### config.mk
export PLATFORM = sky130hd
export DESIGN_NAME = board_store
export DESIGN_NICKNAME = d
export VERILOG_FILES = /design/src/rtl/board_store.sv
export SDC_FILE = /design/constraint.sdc
export NUM_CORES = 1
export LEC_CHECK = 0
export CELL_PAD_IN_SITES_DETAIL_PLACEMENT = 1
export CELL_PAD_IN_SITES_GLOBAL_PLACEMENT = 1
export CORE_AREA = 3 3 137 139
export CTS_BUF_LIST = sky130_fd_sc_hd__clkbuf_8
export CTS_CLUSTER_DIAMETER = 200
export CTS_CLUSTER_SIZE = 8
export DETAILED_ROUTE_END_ITERATION = 12
export DIE_AREA = 0 0 140 142
export GPL_ROUTABILITY_DRIVEN = 0
export PLACE_DENSITY_LB_ADDON = 0.05
export SKIP_CTS_REPAIR_TIMING = 1
export SYNTH_ARGS = -nofsm -noshare
export SYNTH_HDL_FRONTEND = slang
export SYNTH_SLANG_ARGS = --single-unit
export TNS_END_PERCENT = 100
### constraint.sdc
create_clock -name clk -period 4.1 [get_ports clk]
set_clock_uncertainty 0.2 [all_clocks]
set_input_delay 1.23 -clock clk [delete_from_list [all_inputs] [get_ports clk]]
set_output_delay 1.23 -clock clk [all_outputs]
set_load 0.02 [all_outputs]
### src/rtl/board_store.sv
// Clocked WIDTH x HEIGHT cell store for the game board.
// It has a write port, a registered bounds-checked read port, a clear sweep and a live occupancy count.
module board_store #(
  parameter  int WIDTH  = 8,
  parameter  int HEIGHT = 8,
  parameter  int CELL_W = 2,
  localparam int XW     = (WIDTH  > 1) ? $clog2(WIDTH)  : 1,
  localparam int YW     = (HEIGHT > 1) ? $clog2(HEIGHT) : 1,
  localparam int CW     = $clog2(WIDTH*HEIGHT + 1)
) (
  input  logic              clk,
  input  logic              reset,
  input  logic              clear_req,
  output logic              busy,
  input  logic              wr_en,
  input  logic [XW-1:0]     wr_x,
  input  logic [YW-1:0]     wr_y,
  input  logic [CELL_W-1:0] wr_data,
  output logic              wr_err,
  input  logic              rd_en,
  input  logic [XW-1:0]     rd_x,
  input  logic [YW-1:0]     rd_y,
  output logic              rd_valid,
  output logic [CELL_W-1:0] rd_data,
  output logic              rd_oob,
  output logic [CW-1:0]     occupied
);

  localparam int DEPTH = WIDTH * HEIGHT;
  localparam int AW    = (DEPTH > 1) ? $clog2(DEPTH) : 1;
  localparam logic [AW-1:0] LAST_IDX = AW'(DEPTH - 1);

  typedef enum logic {CLEAR, IDLE} state_t;

  state_t            state, state_next;
  logic [CELL_W-1:0] cells [DEPTH];
  logic [AW-1:0]     clr_idx;
  logic [AW-1:0]     wr_idx, rd_idx;
  logic              wr_in, rd_in, wr_ok;
  logic [CELL_W-1:0] wr_old;

  assign wr_in  = (32'(wr_x) < 32'(WIDTH)) && (32'(wr_y) < 32'(HEIGHT));
  assign rd_in  = (32'(rd_x) < 32'(WIDTH)) && (32'(rd_y) < 32'(HEIGHT));
  assign wr_idx = AW'(32'(wr_y) * 32'(WIDTH) + 32'(wr_x));
  assign rd_idx = AW'(32'(rd_y) * 32'(WIDTH) + 32'(rd_x));
  assign wr_old = wr_in ? cells[wr_idx] : '0;

  always_ff @(posedge clk or posedge reset) begin
    if (reset) state <= CLEAR;
    else       state <= state_next;
  end

  always_comb begin
    state_next = state;
    case (state)
      CLEAR:   if (clr_idx == LAST_IDX) state_next = IDLE;
      IDLE:    if (clear_req)           state_next = CLEAR;
      default: state_next = CLEAR;
    endcase
  end

  always_comb begin
    busy  = (state == CLEAR);
    wr_ok = (state == IDLE) && wr_en && wr_in && !clear_req;
  end

  always_ff @(posedge clk or posedge reset) begin
    if (reset) begin
      clr_idx  <= '0;
      wr_err   <= 1'b0;
      rd_valid <= 1'b0;
      rd_data  <= '0;
      rd_oob   <= 1'b0;
      occupied <= '0;
    end else begin
      if (state == CLEAR)
        clr_idx <= (clr_idx == LAST_IDX) ? '0 : clr_idx + AW'(1);
      else if (clear_req)
        clr_idx <= '0;

      // Occupancy tracks transitions between empty and non-empty only.
      if (state == IDLE && clear_req)
        occupied <= '0;
      else if (wr_ok) begin
        if (wr_old == '0 && wr_data != '0)
          occupied <= occupied + CW'(1);
        else if (wr_old != '0 && wr_data == '0)
          occupied <= occupied - CW'(1);
      end

      wr_err   <= wr_en && !wr_ok;
      rd_valid <= rd_en;
      if (rd_en) begin
        rd_oob  <= !rd_in;
        rd_data <= (busy || !rd_in) ? '0 : cells[rd_idx];
      end else begin
        rd_oob  <= 1'b0;
      end
    end
  end

  // Storage is not reset; the sweep zeroes it one cell per cycle.
  always_ff @(posedge clk) begin
    if (state == CLEAR)
      cells[clr_idx] <= '0;
    else if (wr_ok)
      cells[wr_idx] <= wr_data;
  end

endmodule

==> results of run 1 <==
## area by class of cell
class / instances / area (sq um)
clock buffer: 17 / 234
sequential: 146 / 4290
inverter: 8 / 30.0
timing repair buffer: 88 / 825
clock inverter: 15 / 156
multi-input combinational: 353 / 2870
fill: 1794 / 9090
tap: 229 / 287
## worst max-delay path: stages
cell and delay (ns):
buf_12 0.12, or4b_4 0.50, o311ai_4 0.10, o32a_2 0.20, a311oi_2 0.11, a211o_1 0.34, nor3_4 0.22, inv_2 0.09
fa_2 0.36, a21o_1 0.19, a21oi_2 0.13, o21bai_1 0.09, a21oi_1 0.18, xor2_1 0.11, o211ai_1 0.10, o41ai_1 0.10
a32o_2 0.24
## per-layer routing
metal,wire (um),track usage [%],vias up
met4,532,7.34,0
met3,800,3.46,32
met1,9440,29.9,2604
met5,0,0,-
li1,-,-,2222
met2,10300,36.3,134
## final timing paths
path                                        startpoint                 endpoint  slack, ns  depth (start not counted)
worst min register to register  rd_data[0]$_DFFE_PP0P_   rd_data[0]$_DFFE_PP0P_       0.33                          2
min in group asynchronous                        reset  occupied[2]$_DFFE_PP0P_       1.01                          2
max in group asynchronous                        reset         wr_err$_DFF_PP0_       2.23                          2
worst max register to register  cells[34][0]$_DFFE_PP_  occupied[6]$_DFFE_PP0P_       0.27                         16
worst min-delay path            rd_data[0]$_DFFE_PP0P_   rd_data[0]$_DFFE_PP0P_       0.33                          2
worst max-delay path                           wr_x[0]  occupied[6]$_DFFE_PP0P_      -0.18                         17
## cell usage in the layout (no fill, tap or decap), types with 3 or more instances in the layout
master	count
o31ai_1	4
xor2_1	5
inv_1	7
nor3_1	23
and2_1	7
o311a_1	3
mux4_2	42
a21o_1	3
dfrtp_1	18
o21a_1	4
buf_4	50
nand3b_1	5
nor3_2	3
a211oi_1	8
edfxtp_1	128
nand2_1	39
o21ai_0	15
clkbuf_8	17
buf_12	6
nor2b_1	4
mux2i_1	4
or3_1	7
clkdlybuf4s50_1	25
buf_6	3
nand2b_1	3
clkinvlp_4	3
nand3_1	9
nor2_1	87
nor3b_1	6
a21oi_2	3
ha_1	7
inv_6	5
a21oi_1	13
## state kept, by name, summed over array words and instances (netlist names)
name,count
state,1
rd_data,2
cells,128
occupied,7
wr_err,1
rd_valid,1
clr_idx,6
## power by group through the flow
stage	clock (W)	combinational (W)	sequential, W
2_1_floorplan	0	0.000565	0.00184
6_report	0.00113	0.00105	0.00182
3_5_place_dp	0	0.00102	0.00185
5_1_grt	0.00124	0.00113	0.00184
3_3_place_gp	0	0.000990	0.00185
4_1_cts	0.00117	0.00102	0.00182
## cells by family after synthesis
family	share of synthesized area, %
compound gates	8.47
other cells	0.0523
fa+ha+maj	1.50
xor+xnor	0.854
simple gates	13.5
buf+inv	2.07
mux	13.7
flops	59.8
## stage by stage
step,hold WS [ns],setup WS [ns],instance area [sq um],setup TNS [ns]
floorplan,0.300,-0.430,7200,-0.757
global placement,0.313,-1.22,8110,-6.05
detailed placement,0.331,-1.33,8110,-6.34
CTS,0.343,-0.888,8500,-3.06
global route,0.372,-0.354,8690,-0.475
finish,0.334,-0.180,8690,-0.180
==> run metrics, run 1 <==
Final Setup Violations=1; run status=finished with violations; placed instance count=820; max-slew violations=0; top cell type by total area after synthesis=edfxtp_1; Final Non-Filler Cells=856; clock latency on the worst-skew pair=0.45 ns; Port Buffers=30; Layout area overhead=21.1%; Post-Syn Area=0.00718 sq mm; antenna cell count=0; switching share of power=32.5%; clk sinks=146; first-pass GRT wire length=32.7 mm; Lkg Pwr=3.00 nW; DPL Wire Length=14.7 mm; Seq pwr share=45.5%; die width=140 um; most frequent cell after synthesis=edfxtp_1; Clock transition at path regs=0.08 ns; detailed-route wire length=21.1 mm; CTS root buf=clkbuf_8; Tot GR Track Use=21.9%; core area=0.0178 sq mm; Max Clock Freq=0.234 GHz; Commonest cells post-synth=edfxtp_1 (128), nor2_1 (87), mux4_2 (42), nand2_1 (41), nor3_1 (26); failing checks=setup timing; WL/cell=24.6 um; # rows=49; maxcap violations=0; RSZ-0062 raised after global routing=true; FFs w/ async S/R, synth=12.3%; total power=0.00401 W; layout cells sized above 1=26.6%; largest cells by area after synthesis=edfxtp_1 (54%), mux4_2 (13%), dfrtp_1 (6.3%); Netlist cell types=61; die area=0.0199 sq mm; minimum clock period=4.28 ns; top cell type's share of synthesized area=53.6%; required time worst endpoint=4.23 ns; Final WS setup=-0.180 ns; Worst Setup Path Type=in -> reg; Hold Crit Class=reg -> reg; Max clock buf depth=2; total number of vias=4992; H-tree lvl count=4; slew margin rel.=51.4%; gr ovfl total=0; Initial Utilization=40.4%; Initial DRC Count=343; Worst IR Drop VDD=0.207 mV; fin crit share=104%; Pre-antenna DRT Iters=4; Worst Setup Start Kind=input pin; yosys warns=0; worst-path fanout max=8; vias in the first global route=5419; layout net count=641; P_sw=0.00130 W; Post-synth EDFFs=128; Synth Net Count=560; main flop type after synthesis=edfxtp_1; routed vias/inst=5.83; largest net degree at the start of global routing=65; syn_area_per_cell=13.5 sq um; Final Util=48.9%; Worst-Margin Slew=0.728 ns; Logic pwr share=26.1%; Worst setup EP type=flip-flop; I/O pin total=32; Post-DRT Antenna Nets=0; final hold vios=0; P per Cell Area=461 mW/mm^2; Syn Inst Count=533; initial antenna violation count=0; Int Pwr=0.00270 W; DRC=0; Worst EP arrival=4.41 ns; CTS tree=built; die height=142 um; CTS buffer count=17; Clock power frac=28.3%; post-synthesis sequential area ratio=59.8%; #FFs+latches synth=146
(Power assumes the default switching activity.)
==> inputs of run 2 (changes only) <==
--- a/config.mk
+++ b/config.mk
@@ -7,12 +7,11 @@
 export LEC_CHECK = 0
 export CELL_PAD_IN_SITES_DETAIL_PLACEMENT = 1
 export CELL_PAD_IN_SITES_GLOBAL_PLACEMENT = 1
-export CORE_AREA = 3 3 137 139
+export CORE_AREA = 3 3 118 120
 export CTS_BUF_LIST = sky130_fd_sc_hd__clkbuf_8
 export CTS_CLUSTER_DIAMETER = 200
-export CTS_CLUSTER_SIZE = 8
 export DETAILED_ROUTE_END_ITERATION = 12
-export DIE_AREA = 0 0 140 142
+export DIE_AREA = 0 0 121 123
 export GPL_ROUTABILITY_DRIVEN = 0
 export PLACE_DENSITY_LB_ADDON = 0.05
 export SKIP_CTS_REPAIR_TIMING = 1
==> constraint.sdc (replaced) <==
create_clock -name clk -period 5.2 [get_ports clk]
set_clock_uncertainty 0.2 [all_clocks]
set_input_delay 1.56 -clock clk [delete_from_list [all_inputs] [get_ports clk]]
set_output_delay 1.56 -clock clk [all_outputs]
set_load 0.02 [all_outputs]
==> run 2 against run 1 <==
- the flow now finishes without violations
- final cell count down 7.5%
- die area down 25%
- register-to-register slack better by 0.96 ns
- sequential power down 21%
- worst setup slack better by 0.50 ns
- count of clock-buffer cells in the layout unchanged
- power down 22%
- first-iteration DRC count up 38%
==> run metrics, run 2 (synthesis gave the netlist of run 1 again) <==
Fillers=1238; CP max-delay cell=fa_1; min-delay src=rd_data[0]$_DFFE_PP0P_; total power=0.00312 W; most common cell after layout, fill and taps aside=edfxtp_1; first-pass GRT wire length=30.8 mm; Worst-Margin Slew=0.762 ns; die height=123 um; worst r2r src=cells[34][0]$_DFFE_PP_; Worst IR Drop VDD=0.205 mV; max-slew violations=0; initial antenna violation count=0; # rows=42; worst-path fanout max=13; layout net count=630; total number of vias=4971; placed instance count=759; Worst Setup Start Kind=input pin; Reg-to-Reg End=occupied[6]$_DFFE_PP0P_; hold slack=0.327 ns; Initial DRC Count=473; Worst Setup Path Type=in -> reg; Slowest Stage Delay on Critical Path=0.41 ns; Tot GR Track Use=28.4%; Pre-antenna DRT Iters=5; Worst EP arrival=5.08 ns; clk sinks=146; placed cell area=0.00795 sq mm; Final Setup Violations=0; CTS tree=built; hold path endpoint=rd_data[0]$_DFFE_PP0P_; Post-DRT Antenna Nets=0; Final Cell Area=0.00839 sq mm; antenna cell count=0; die area=0.0149 sq mm; Layout area overhead=16.9%; vias in the first global route=5312; r2r worst-path depth=16; WP buf/inv=4; fin crit share=93.8%; largest net degree at the start of global routing=34; Worst setup EP type=flip-flop; Final Non-Filler Cells=792; H-tree lvl count=4; detailed-route wire length=20.3 mm; r2r setup slk=1.23 ns; required time worst endpoint=5.40 ns; P per Cell Area=371 mW/mm^2; Most flops, register=cells; I/O pin total=32; max reg flops=128; pre-CTS WS=-0.591 ns; Cells on Worst Hold Path=2; minimum clock period=4.88 ns; clock latency on the worst-skew pair=0.46 ns; slew margin rel.=49.0%; DRC=0; Crit path max-delay family=compound AO/OA/AOI/OAI gates; gr ovfl total=0; DPL Wire Length=14.0 mm; Final WS setup=0.321 ns; core area=0.0131 sq mm; WL/cell=25.6 um; Hold Crit Class=reg -> reg; routed vias/inst=6.28; CTS buffer count=17; Clock transition at path regs=0.08 ns; Max Clock Freq=0.205 GHz; maxcap violations=0; run status=complete, no violations; Port Buffers=30; commonest non-fill, non-tap cells in the layout=edfxtp_1 (128), nor2_1 (87), buf_4 (44), mux4_2 (42), nand2_1 (41); RSZ-0062 raised after global routing=false; top flop regs=cells (128), occupied (7), clr_idx (6); Max clock buf depth=2; Lkg Pwr=2.94 nW; layout cells sized above 1=21.3%; crit-path cells=dlymetal6s2s_1 > buf_4 > buf_4 > nor3_1 > a211oi_1 > nor2_1 > a311oi_2 > a211o_1 > nor3_4 > inv_1 > fa_1 > a21o_1 > a21oi_1 > o21bai_1 > a21oi_1 > xor2_1 > o211ai_1 > o41ai_1 > a32o_1; CTS root buf=clkbuf_8; die width=121 um; final hold vios=0; Initial Utilization=54.8%
==> run 2: cell count changes in the layout (fill, tap and decap cells not counted), sizes merged <==
| cell | before | now |
|---|---|---|
| clkinvlp | 3 | 2 |
| bufinv | 2 | 3 |
| inv | 14 | 11 |
| dlymetal6s2s | 2 | 4 |
| buf | 61 | 48 |
| clkinv | 4 | 7 |
==> run 2: power breakdown <==
group          total (W)  switching, W  internal (W)  leakage [nW]
Sequential       0.00144     0.0000889       0.00135          1.44
Clock           0.000913      0.000443      0.000470         0.204
Combinational   0.000761      0.000453      0.000307          1.30
==> run 2: cell type report <==
type,count,area [sq um],share of cell area [%]
Clock buffer,17,234,2.79
Clock inverter,15,169,2.01
Inverter,8,30.0,0.358
Multi-Input combinational cell,353,2750,32.8
Sequential cell,146,4290,51.2
Tap cell,176,220,2.63
Timing Repair Buffer,77,687,8.19
==> run 2: worst max-delay path by stage <==
stage	start	end	slack [ns]	cells past startpoint
after floorplan	wr_x[0]	occupied[6]$_DFFE_PP0P_	0.18	17
after global placement	wr_x[1]	occupied[6]$_DFFE_PP0P_	-0.51	18
after detailed placement	wr_x[1]	occupied[6]$_DFFE_PP0P_	-0.59	18
after CTS	wr_x[1]	occupied[6]$_DFFE_PP0P_	-0.14	18
after global routing	wr_x[1]	occupied[6]$_DFFE_PP0P_	0.01	19
final	wr_x[1]	occupied[6]$_DFFE_PP0P_	0.32	19
==> run 2: worst reg2reg max path, delay by kind of cell, from the launching register on <==
kind | cells | cell delay, ns
AOI/OAI and AO/OA | 11 | 1.81
and+or+nand+nor | 2 | 0.76
DFF | 1 | 0.42
adders and majority gates | 1 | 0.41
xor gates and xnor gates | 1 | 0.20
buffers and inverters | 1 | 0.12
==> run 2: per-stage QoR <==
stage	utilization, %	setup TNS (ns)
floorplan	-	0
global placement	60.7	-1.36
detailed placement	60.7	-1.66
CTS	63.8	-0.142
global route	64.1	0
finish	64.1	0
==> run 2: layer usage <==
layer / GRT usage, % / up-vias / part of all wire, %
met1: 38.7 / 2521 / 42
met5: 0 / - / 0
li1: - / 2209 / -
met2: 46.2 / 196 / 49
met4: 10.7 / 0 / 2.8
met3: 5.35 / 45 / 6.0
